<file path="src/rtl/decode_pkg.sv">
// decode_pkg: opcode map, control-bundle type and opcode predicates shared
// by the decode stage and its scoreboard.
package decode_pkg;

    localparam logic [3:0] OP_JMP       = 4'd0;
    localparam logic [3:0] OP_JNZ       = 4'd1;
    localparam logic [3:0] OP_INC       = 4'd2;
    localparam logic [3:0] OP_INC_3     = 4'd3;
    localparam logic [3:0] OP_COPY      = 4'd4;
    localparam logic [3:0] OP_COPY_3    = 4'd5;
    localparam logic [3:0] OP_COMP      = 4'd6;
    localparam logic [3:0] OP_CHECK     = 4'd7;
    localparam logic [3:0] OP_CHECK_3   = 4'd8;
    localparam logic [3:0] OP_REFERENCE = 4'd9;
    localparam logic [3:0] OP_TO_UP     = 4'd10;
    localparam logic [3:0] OP_TO_DOWN   = 4'd11;
    localparam logic [3:0] OP_TO_RIGHT  = 4'd12;
    localparam logic [3:0] OP_TO_LEFT   = 4'd13;
    localparam logic [3:0] OP_STORE     = 4'd14;
    localparam logic [3:0] OP_LI        = 4'd15;

    // Width-independent part of the bundle handed to execute.
    typedef struct packed {
        logic [3:0] alu_op;
        logic       reg_we;
        logic       sel1;
        logic       sel2;
        logic       mem_we;
    } ctrl_t;

    function automatic logic writes_reg(input logic [3:0] opc);
        case (opc)
            OP_JMP, OP_JNZ, OP_COMP, OP_CHECK, OP_CHECK_3, OP_STORE: return 1'b0;
            default: return 1'b1;
        endcase
    endfunction

    function automatic logic writes_flag(input logic [3:0] opc);
        case (opc)
            OP_COMP, OP_CHECK, OP_CHECK_3: return 1'b1;
            default: return 1'b0;
        endcase
    endfunction

    function automatic logic uses_src0(input logic [3:0] opc);
        case (opc)
            OP_COMP, OP_STORE: return 1'b1;
            default: return 1'b0;
        endcase
    endfunction

    // Register-format and compare-format opcodes both carry src1.
    function automatic logic uses_src1(input logic [3:0] opc);
        case (opc)
            OP_JMP, OP_JNZ, OP_CHECK, OP_CHECK_3, OP_LI: return 1'b0;
            default: return 1'b1;
        endcase
    endfunction

    function automatic ctrl_t decode_ctrl(input logic [3:0] opc);
        ctrl_t c;
        c.alu_op = opc;
        c.reg_we = writes_reg(opc);
        c.mem_we = (opc == OP_STORE);
        c.sel1   = (opc == OP_COPY) || (opc == OP_COPY_3) || (opc == OP_COMP) ||
                   (opc == OP_REFERENCE) || (opc == OP_STORE) || (opc == OP_LI);
        c.sel2   = (opc == OP_TO_UP) || (opc == OP_TO_DOWN) ||
                   (opc == OP_TO_RIGHT) || (opc == OP_TO_LEFT);
        return c;
    endfunction

endpackage

</file>
<file path="src/rtl/decode_scoreboard.sv">
// decode_scoreboard: busy bits for every register plus the zero flag.
// Bits are set when a bundle issues to execute and cleared by writeback;
// a set and clear landing on the same bit in one cycle leaves it set.
module decode_scoreboard
    import decode_pkg::*;
#(
    parameter int RADDR_W = 5
) (
    input  logic                    clk,
    input  logic                    rst,
    input  logic                    set_reg_en,
    input  logic [RADDR_W-1:0]      set_reg_addr,
    input  logic                    set_flag_en,
    input  logic                    clr_reg_en,
    input  logic [RADDR_W-1:0]      clr_reg_addr,
    input  logic                    clr_flag_en,
    input  logic [2:0][RADDR_W-1:0] chk_addr,
    output logic [2:0]              chk_busy,
    output logic                    flag_busy
);

    localparam int NREG = 2 ** RADDR_W;

    logic [NREG-1:0] reg_busy_d, reg_busy_q;
    logic            flag_busy_d, flag_busy_q;

    // Next busy state: apply clear first so a simultaneous set wins.
    always_comb begin
        reg_busy_d  = reg_busy_q;
        flag_busy_d = flag_busy_q;
        if (clr_reg_en)  reg_busy_d[clr_reg_addr] = 1'b0;
        if (set_reg_en)  reg_busy_d[set_reg_addr] = 1'b1;
        if (clr_flag_en) flag_busy_d = 1'b0;
        if (set_flag_en) flag_busy_d = 1'b1;
    end

    // Busy-bit storage.
    always_ff @(posedge clk) begin
        if (rst) begin
            reg_busy_q  <= '0;
            flag_busy_q <= 1'b0;
        end else begin
            reg_busy_q  <= reg_busy_d;
            flag_busy_q <= flag_busy_d;
        end
    end

    // Lookup of the three operand addresses of the incoming instruction.
    always_comb begin
        for (int i = 0; i < 3; i++) chk_busy[i] = reg_busy_q[chk_addr[i]];
    end

    assign flag_busy = flag_busy_q;

endmodule

</file>
<file path="src/rtl/decode_stage.sv">
// decode_stage: registered instruction decode between fetch and execute.
// Produces the control bundle, a one-cycle branch redirect pulse and, when
// DECODE_SCOREBOARD_EN is defined, stalls on register / zero-flag hazards.
module decode_stage
    import decode_pkg::*;
#(
    parameter int OP_W    = 16,
    parameter int PC_W    = 8,
    parameter int RADDR_W = 5,
    parameter int DATA_W  = 17
) (
    input  logic               clk,
    input  logic               rst,
    input  logic               in_valid,
    output logic               in_ready,
    input  logic [OP_W-1:0]    in_op,
    input  logic               flush,
    input  logic               zf,
    output logic               out_valid,
    input  logic               out_ready,
    output logic [3:0]         out_alu_op,
    output logic [RADDR_W-1:0] out_dst,
    output logic [RADDR_W-1:0] out_src1,
    output logic [RADDR_W-1:0] out_src0,
    output logic               out_reg_we,
    output logic               out_sel1,
    output logic               out_sel2,
    output logic               out_mem_we,
    output logic [DATA_W-1:0]  out_data,
    output logic               redir_valid,
    output logic [PC_W-1:0]    redir_pc,
    input  logic               wb_valid,
    input  logic [RADDR_W-1:0] wb_dst,
    input  logic               wb_zf_valid
);

    // Low-bit data widths of register format and LI format.
    localparam int RF_DW = OP_W - 4 - 2 * RADDR_W;
    localparam int LI_DW = OP_W - 4 - RADDR_W;

    logic [3:0]         opc;
    ctrl_t              dec_ctrl;
    logic [RADDR_W-1:0] dec_dst, dec_src1, dec_src0;
    logic [DATA_W-1:0]  dec_data;
    logic               is_branch;
    logic               hazard, accept, issue;

    logic               out_valid_d, out_valid_q;
    ctrl_t              out_ctrl_d, out_ctrl_q;
    logic [RADDR_W-1:0] out_dst_d, out_dst_q;
    logic [RADDR_W-1:0] out_src1_d, out_src1_q;
    logic [RADDR_W-1:0] out_src0_d, out_src0_q;
    logic [DATA_W-1:0]  out_data_d, out_data_q;
    logic               redir_valid_d, redir_valid_q;
    logic [PC_W-1:0]    redir_pc_d, redir_pc_q;

    assign opc       = in_op[OP_W-1 -: 4];
    assign is_branch = (opc == OP_JMP) || (opc == OP_JNZ);

    // Field extraction; anything an opcode does not define stays zero.
    always_comb begin
        dec_ctrl = decode_ctrl(opc);
        dec_dst  = '0;
        dec_src1 = '0;
        dec_src0 = '0;
        dec_data = '0;
        case (opc)
            OP_INC, OP_INC_3, OP_COPY, OP_COPY_3, OP_REFERENCE,
            OP_TO_UP, OP_TO_DOWN, OP_TO_RIGHT, OP_TO_LEFT: begin
                dec_dst  = in_op[OP_W-5 -: RADDR_W];
                dec_src1 = in_op[OP_W-5-RADDR_W -: RADDR_W];
                dec_data = DATA_W'(in_op[RF_DW-1:0]);
            end
            OP_COMP, OP_STORE: begin
                dec_src1 = in_op[2*RADDR_W-1:RADDR_W];
                dec_src0 = in_op[RADDR_W-1:0];
            end
            OP_CHECK: dec_data = {in_op[1:0], {(DATA_W-2){1'b0}}};
            OP_LI: begin
                dec_dst  = in_op[OP_W-5 -: RADDR_W];
                dec_data = DATA_W'(in_op[LI_DW-1:0]);
            end
            default: ;
        endcase
    end

`ifdef DECODE_SCOREBOARD_EN
    logic [2:0][RADDR_W-1:0] chk_addr;
    logic [2:0]              sb_busy;
    logic [2:0]              held_hit;
    logic                    sb_flag_busy, held_flag;
    logic                    set_reg_en, set_flag_en;

    assign chk_addr    = {dec_dst, dec_src1, dec_src0};
    assign set_reg_en  = issue && out_ctrl_q.reg_we;
    assign set_flag_en = issue && writes_flag(out_ctrl_q.alu_op);

    decode_scoreboard #(.RADDR_W(RADDR_W)) u_scoreboard (
        .clk          (clk),
        .rst          (rst),
        .set_reg_en   (set_reg_en),
        .set_reg_addr (out_dst_q),
        .set_flag_en  (set_flag_en),
        .clr_reg_en   (wb_valid),
        .clr_reg_addr (wb_dst),
        .clr_flag_en  (wb_zf_valid),
        .chk_addr     (chk_addr),
        .chk_busy     (sb_busy),
        .flag_busy    (sb_flag_busy)
    );

    // Busy = scoreboard bit or written by the bundle still sitting in the
    // output register (it has not issued, so the scoreboard cannot know).
    always_comb begin
        held_flag = out_valid_q && writes_flag(out_ctrl_q.alu_op);
        for (int i = 0; i < 3; i++)
            held_hit[i] = out_valid_q && out_ctrl_q.reg_we && (out_dst_q == chk_addr[i]);
        hazard = (uses_src0(opc)  && (sb_busy[0] || held_hit[0])) ||
                 (uses_src1(opc)  && (sb_busy[1] || held_hit[1])) ||
                 (writes_reg(opc) && (sb_busy[2] || held_hit[2])) ||
                 ((opc == OP_JNZ) && (sb_flag_busy || held_flag));
    end
`else
    // Without the scoreboard software spaces dependent instructions.
    logic unused_wb;
    assign unused_wb = ^{wb_valid, wb_dst, wb_zf_valid};
    assign hazard    = 1'b0;
`endif

    assign in_ready = (!out_valid_q || out_ready) && !hazard && !flush;
    assign accept   = in_valid && in_ready;
    assign issue    = out_valid_q && out_ready;

    // Output register next state: load on accept, drop on flush or handoff.
    always_comb begin
        out_valid_d   = out_valid_q;
        out_ctrl_d    = out_ctrl_q;
        out_dst_d     = out_dst_q;
        out_src1_d    = out_src1_q;
        out_src0_d    = out_src0_q;
        out_data_d    = out_data_q;
        redir_valid_d = accept && ((opc == OP_JMP) || ((opc == OP_JNZ) && zf));
        redir_pc_d    = redir_pc_q;
        if (accept) begin
            out_valid_d = 1'b1;
            out_ctrl_d  = dec_ctrl;
            out_dst_d   = dec_dst;
            out_src1_d  = dec_src1;
            out_src0_d  = dec_src0;
            out_data_d  = dec_data;
            if (is_branch) redir_pc_d = in_op[PC_W-1:0];
        end else if (flush || out_ready) begin
            out_valid_d = 1'b0;
        end
    end

    // Pipeline register and redirect pulse.
    always_ff @(posedge clk) begin
        if (rst) begin
            out_valid_q   <= 1'b0;
            out_ctrl_q    <= '0;
            out_dst_q     <= '0;
            out_src1_q    <= '0;
            out_src0_q    <= '0;
            out_data_q    <= '0;
            redir_valid_q <= 1'b0;
            redir_pc_q    <= '0;
        end else begin
            out_valid_q   <= out_valid_d;
            out_ctrl_q    <= out_ctrl_d;
            out_dst_q     <= out_dst_d;
            out_src1_q    <= out_src1_d;
            out_src0_q    <= out_src0_d;
            out_data_q    <= out_data_d;
            redir_valid_q <= redir_valid_d;
            redir_pc_q    <= redir_pc_d;
        end
    end

    assign out_valid   = out_valid_q;
    assign out_alu_op  = out_ctrl_q.alu_op;
    assign out_reg_we  = out_ctrl_q.reg_we;
    assign out_sel1    = out_ctrl_q.sel1;
    assign out_sel2    = out_ctrl_q.sel2;
    assign out_mem_we  = out_ctrl_q.mem_we;
    assign out_dst     = out_dst_q;
    assign out_src1    = out_src1_q;
    assign out_src0    = out_src0_q;
    assign out_data    = out_data_q;
    assign redir_valid = redir_valid_q;
    assign redir_pc    = redir_pc_q;

endmodule
</file>
<file path="config.mk">
export PLATFORM = sky130hd
export DESIGN_NAME = decode_stage
export DESIGN_NICKNAME = d
export VERILOG_FILES = /design/src/rtl/decode_pkg.sv /design/src/rtl/decode_scoreboard.sv /design/src/rtl/decode_stage.sv
export SDC_FILE = /design/constraint.sdc
export NUM_CORES = 1
export LEC_CHECK = 0
export BUFFER_PORTS_ARGS = -buffer_cell sky130_fd_sc_hd__buf_2
export CELL_PAD_IN_SITES_DETAIL_PLACEMENT = 1
export CELL_PAD_IN_SITES_GLOBAL_PLACEMENT = 1
export CORE_MARGIN = 8
export CORE_UTILIZATION = 37
export DETAILED_ROUTE_END_ITERATION = 8
export PLACE_DENSITY_LB_ADDON = 0.1
export SYNTH_ARGS = -nofsm -noshare
export SYNTH_HDL_FRONTEND = slang
export SYNTH_SLANG_ARGS = --single-unit
</file>
<file path="constraint.sdc">
create_clock -name clk -period 3.6 [get_ports clk]
set_input_delay 0.72 -clock clk [delete_from_list [all_inputs] [get_ports clk]]
set_output_delay 0.72 -clock clk [all_outputs]
set_load 0.01 [all_outputs]
</file>
Word-level counts from Yosys, hierarchy flattened. Index checks and enable logic that the tools add are counted.

Bits in registers: 50. Input port bits: 29. Output and inout port bits: 51. Word-level logic and storage cells: 59.

Equal/unequal tests: 15. Muxes and demuxes: 7. Reductions and logical operators: 25.

Operator list (count): one-hot mux 17 bit (3 select lines) (1); == test 4 bit (second input constant) (8); == test 4 x 3 -> 1 bit (second input constant) (4); logical OR 1 bit (12); 2-to-1 mux 5 bit (2); one-hot mux 5 bit (2 select lines) (1); OR reduction 10 bit (1); OR reduction 9 bit (1); == test 4 x 2 -> 1 bit (second input constant) (2); OR reduction 6 bit (1); == test 4 x 1 -> 1 bit (second input constant) (1); logical AND 1 bit (4); zero test 4 bit (1); 2-to-1 mux 1 bit (3); zero test 1 bit (2); AND reduction 2 bit (1); nonzero test 2 bit (1); OR reduction 2 bit (1).

Depth between registers and ports, before layout.
Word-level depth: 6. Mapped depth: 5. Depth with buffers taken out: 3.

Worst setup path after synthesis. OpenSTA, ideal clock, no wires.

Path kind: in2out. Start point: in out_ready. End point: out in_ready. Arrival: 1.329 ns. Data required time: 2.880 ns. Slack: 1.551 ns. Cell stages on the path: 4. Path buffers: 2. Cell sequence: nor2b_4 > buf_2 > clkbuf_1 > nor2_1.

Word-level cells in the longest chain between the ends: 2.

Ends and longest elaborated chain: start, declared (line decode_stage.sv:20) `input logic out_ready,`; logical OR 1 bit (line decode_stage.sv:130) `assign in_ready = (!out_valid_q || out_ready) && !hazard && !flush;`; logical AND 1 bit (line decode_stage.sv:130); end, declared (line decode_stage.sv:15) `output logic in_ready,`.

Every way passes these cells.

Worst setup path in the final report. Ends and elaborated chain as after synthesis.

==> results.yml <==
setup_path:
  max_stage_delay_ps: 380
  critPathLaunch: "out_ready"
  cp_common_cell: "buf_2"
  r2r-start: "out_valid"
  rr_worst_depth: 4
  cp_data_arrival_time_ps: 1440
  cp.depth: 4
  cp.required_ps: 2880
  critPathKind: "input pin to output pin"
  reg2reg_to: "out_dst[2]"
  crit_chain: "buf_2, nor2b_4, nor2_1, buf_2"
  cp_max_fo: 21
  end_kind: "output pin"
  crit_end: "in_ready"
  critPathTopFamily: "simple AND/OR/NAND/NOR gates"
  crit_buf_inv: 2
  cp-start-kind: "input pin"
  cp_slowest_cell: "nor2b_4"
  reg2reg_slack_ps: 2090
placement:
  portBuffers: 64
  gp_congestion: 0.702
  hpwlAfterDp_um: 4040
  dpl_cell_area_um2: 2240
sta:
  worst_slew_pin_slew_ps: 857
  setup_viol: 0
  whs_ps: 473
  relSlewSlack_pct: 42.9
  min_period_ps: 2160
  skew_ps: 2.37
  timing_hold_violations_final: 0
  fin_setup_tns_ps: 0
  slew_viol_final: 0
  max_freq_mhz: 464
  grt_setup_unrepaired: "false"
  timing.final.crit_share_pct: 59.9
die:
  die_h_um: 88.4
  ioPinCount: 80
  num_rows: 26
  die_x_um: 88.4
  fp.coreArea_um2: 5070
  start_util_pct: 38.2
  dieArea_um2: 7810
synthesis:
  ys_seq_area_share_pct: 43.4
  mappedNetlistArea_um2: 1940
  ys.flop_type: "dfxtp_1"
  synth_edf_count: 0
  synth_seq_cells: 42
  synthCells: 207
  yosysUniqueCellTypes: 39
  ys_async_sr_fraction_pct: 0
  yosys.area.top_type: "dfxtp_1"
  synthTopCellsByArea: "dfxtp_1 (43%), nand2b_1 (5.8%), a21oi_1 (4.6%), o32ai_2 (4.2%), mux2i_1 (4.1%)"
  yosys_warnings: 0
  avgSynthCellArea_um2: 9.36
  synth_top_area_share_pct: 43.4
power_and_ir_drop:
  p_total_uw: 921
  power_density_nw_per_um2: 395
  irDropWorstVdd_mv: 0.169
  leakage_nw: 0.949
clocking:
  clk_pin_slew_ps: 80
  cts.path.max_buffers: 2
  ctsHoldBuffers: 0
  cts.sinks: 42
  clk_latency_ps: 290
  postCtsResizedCells: 0
  cts_buffers: 5
  cts_setup_buffers: 0
  cts_max_level: 2
  tritoncts: "yes"
  cts-root-buf: "clkbuf_8"
outcome:
  status: "completed"
finish:
  layout_common_cells: "buf_2 (64), dfxtp_1 (42), nand2b_1 (18), a21oi_1 (18), inv_1 (14)"
  drive_above_1_share_pct: 32.6
  area_growth_pct: 20.3
  final_nets: 289
  fin_area_um2: 2330
  diodes: 0
  final_common_cell: "buf_2"
detailed_routing:
  vias: 1715
  routed_wl_um: 5570
  drtIter0Drc: 69
  wire_per_inst_um: 16.8
  ant_nets: 0
  drc: 0
  drt_pass1_iterations: 4
  vias_per_cell: 5.18
hold_path:
  hold_class: "flip-flop to flip-flop"
grt:
  grt_max_degree: 37
  grt_pass1_vias: 1752
  track_usage_pct: 14.7
  grt_pass1_wl_um: 8990
  antenna_found_initial: 0
  overflow: 0
job:
  max_cap_violations: 0
## how the worst min path moves through the flow
stage               cells past startpoint             to          start  slack [ps]
floorplan                               2    redir_pc[0]    redir_pc[0]         490
global placement                        2    out_src0[2]    out_src0[2]         460
detailed placement                      2     out_dst[1]     out_dst[1]         460
CTS                                     2     out_dst[1]     out_dst[1]         480
global route                            2  out_alu_op[2]  out_alu_op[2]         500
finish                                  2     out_dst[1]     out_dst[1]         470
## cell type report
class | instances | area, µm²
clock buffer | 7 | 86.3
clock inverter | 1 | 5.00
fill | 656 | 2740
inverter | 14 | 52.6
multi-input combinational | 130 | 916
sequential | 42 | 841
tap | 70 | 87.6
timing repair buffer | 67 | 343
## state kept, by name, summed over array words and instances, names as in the netlist
signal and cells:
out_alu_op 4, out_data 9, out_dst 5, out_mem_we 1
out_reg_we 1, out_sel1 1, out_sel2 1, out_src0 5
out_src1 5, out_valid 1, redir_pc 8, redir_valid 1
## Yosys cell counts (6+ instances only)
library cell,n
a211oi_1,6
a21oi_1,18
buf_2,7
buf_4,9
clkbuf_1,11
dfxtp_1,42
inv_1,14
mux2i_1,8
nand2b_1,18
nand4_1,7
o21ai_0,12
o32ai_1,8
## worst register-to-register path: cells and delay by family, from the launching register on
| kind | cells | cell delay (ps) |
|---|---|---|
| compound gates | 1 | 250 |
| buf+inv | 1 | 240 |
| flops | 1 | 340 |
| simple gates | 2 | 580 |
## logic make-up (layout without fill, tap and decap cells)
group,count (synthesis),after routing,share of synthesized area [%]
flip-flops,42,42,43.4
AND/OR/NAND/NOR,54,54,18.8
XOR/XNOR,1,1,0.452
multiplexers,8,8,4.13
AO/OA/AOI/OAI,59,59,22.3
buffers and inverters,42,89,10.7
other,1,8,0.193
## through the flow
stage / std cells / util [%] / setup slack, ps
after CTS: 331 / 45.9 / 1420
after floorplan: 214 / - / 1550
after global placement: 323 / 44.1 / 1430
after global routing: 331 / 45.9 / 1370
final: 331 / 45.9 / 1440
after detailed placement: 323 / 44.1 / 1420
## where the power goes
group	internal (mW)	total [mW]	switching, mW
Sequential	0.478	0.485	0.00670
Clock	0.155	0.312	0.158
Combinational	0.0456	0.124	0.0784
## routing by layer
layer  up-vias  part of all wire (%)  global-route usage, %
met5         -                     0                      0
met4         0                   1.1                   5.07
met3         6                   7.3                   5.29
met2        50                    46                   23.6
met1       826                    46                   17.7
li1        833                     -                      -
(Power assumes the default switching activity.)
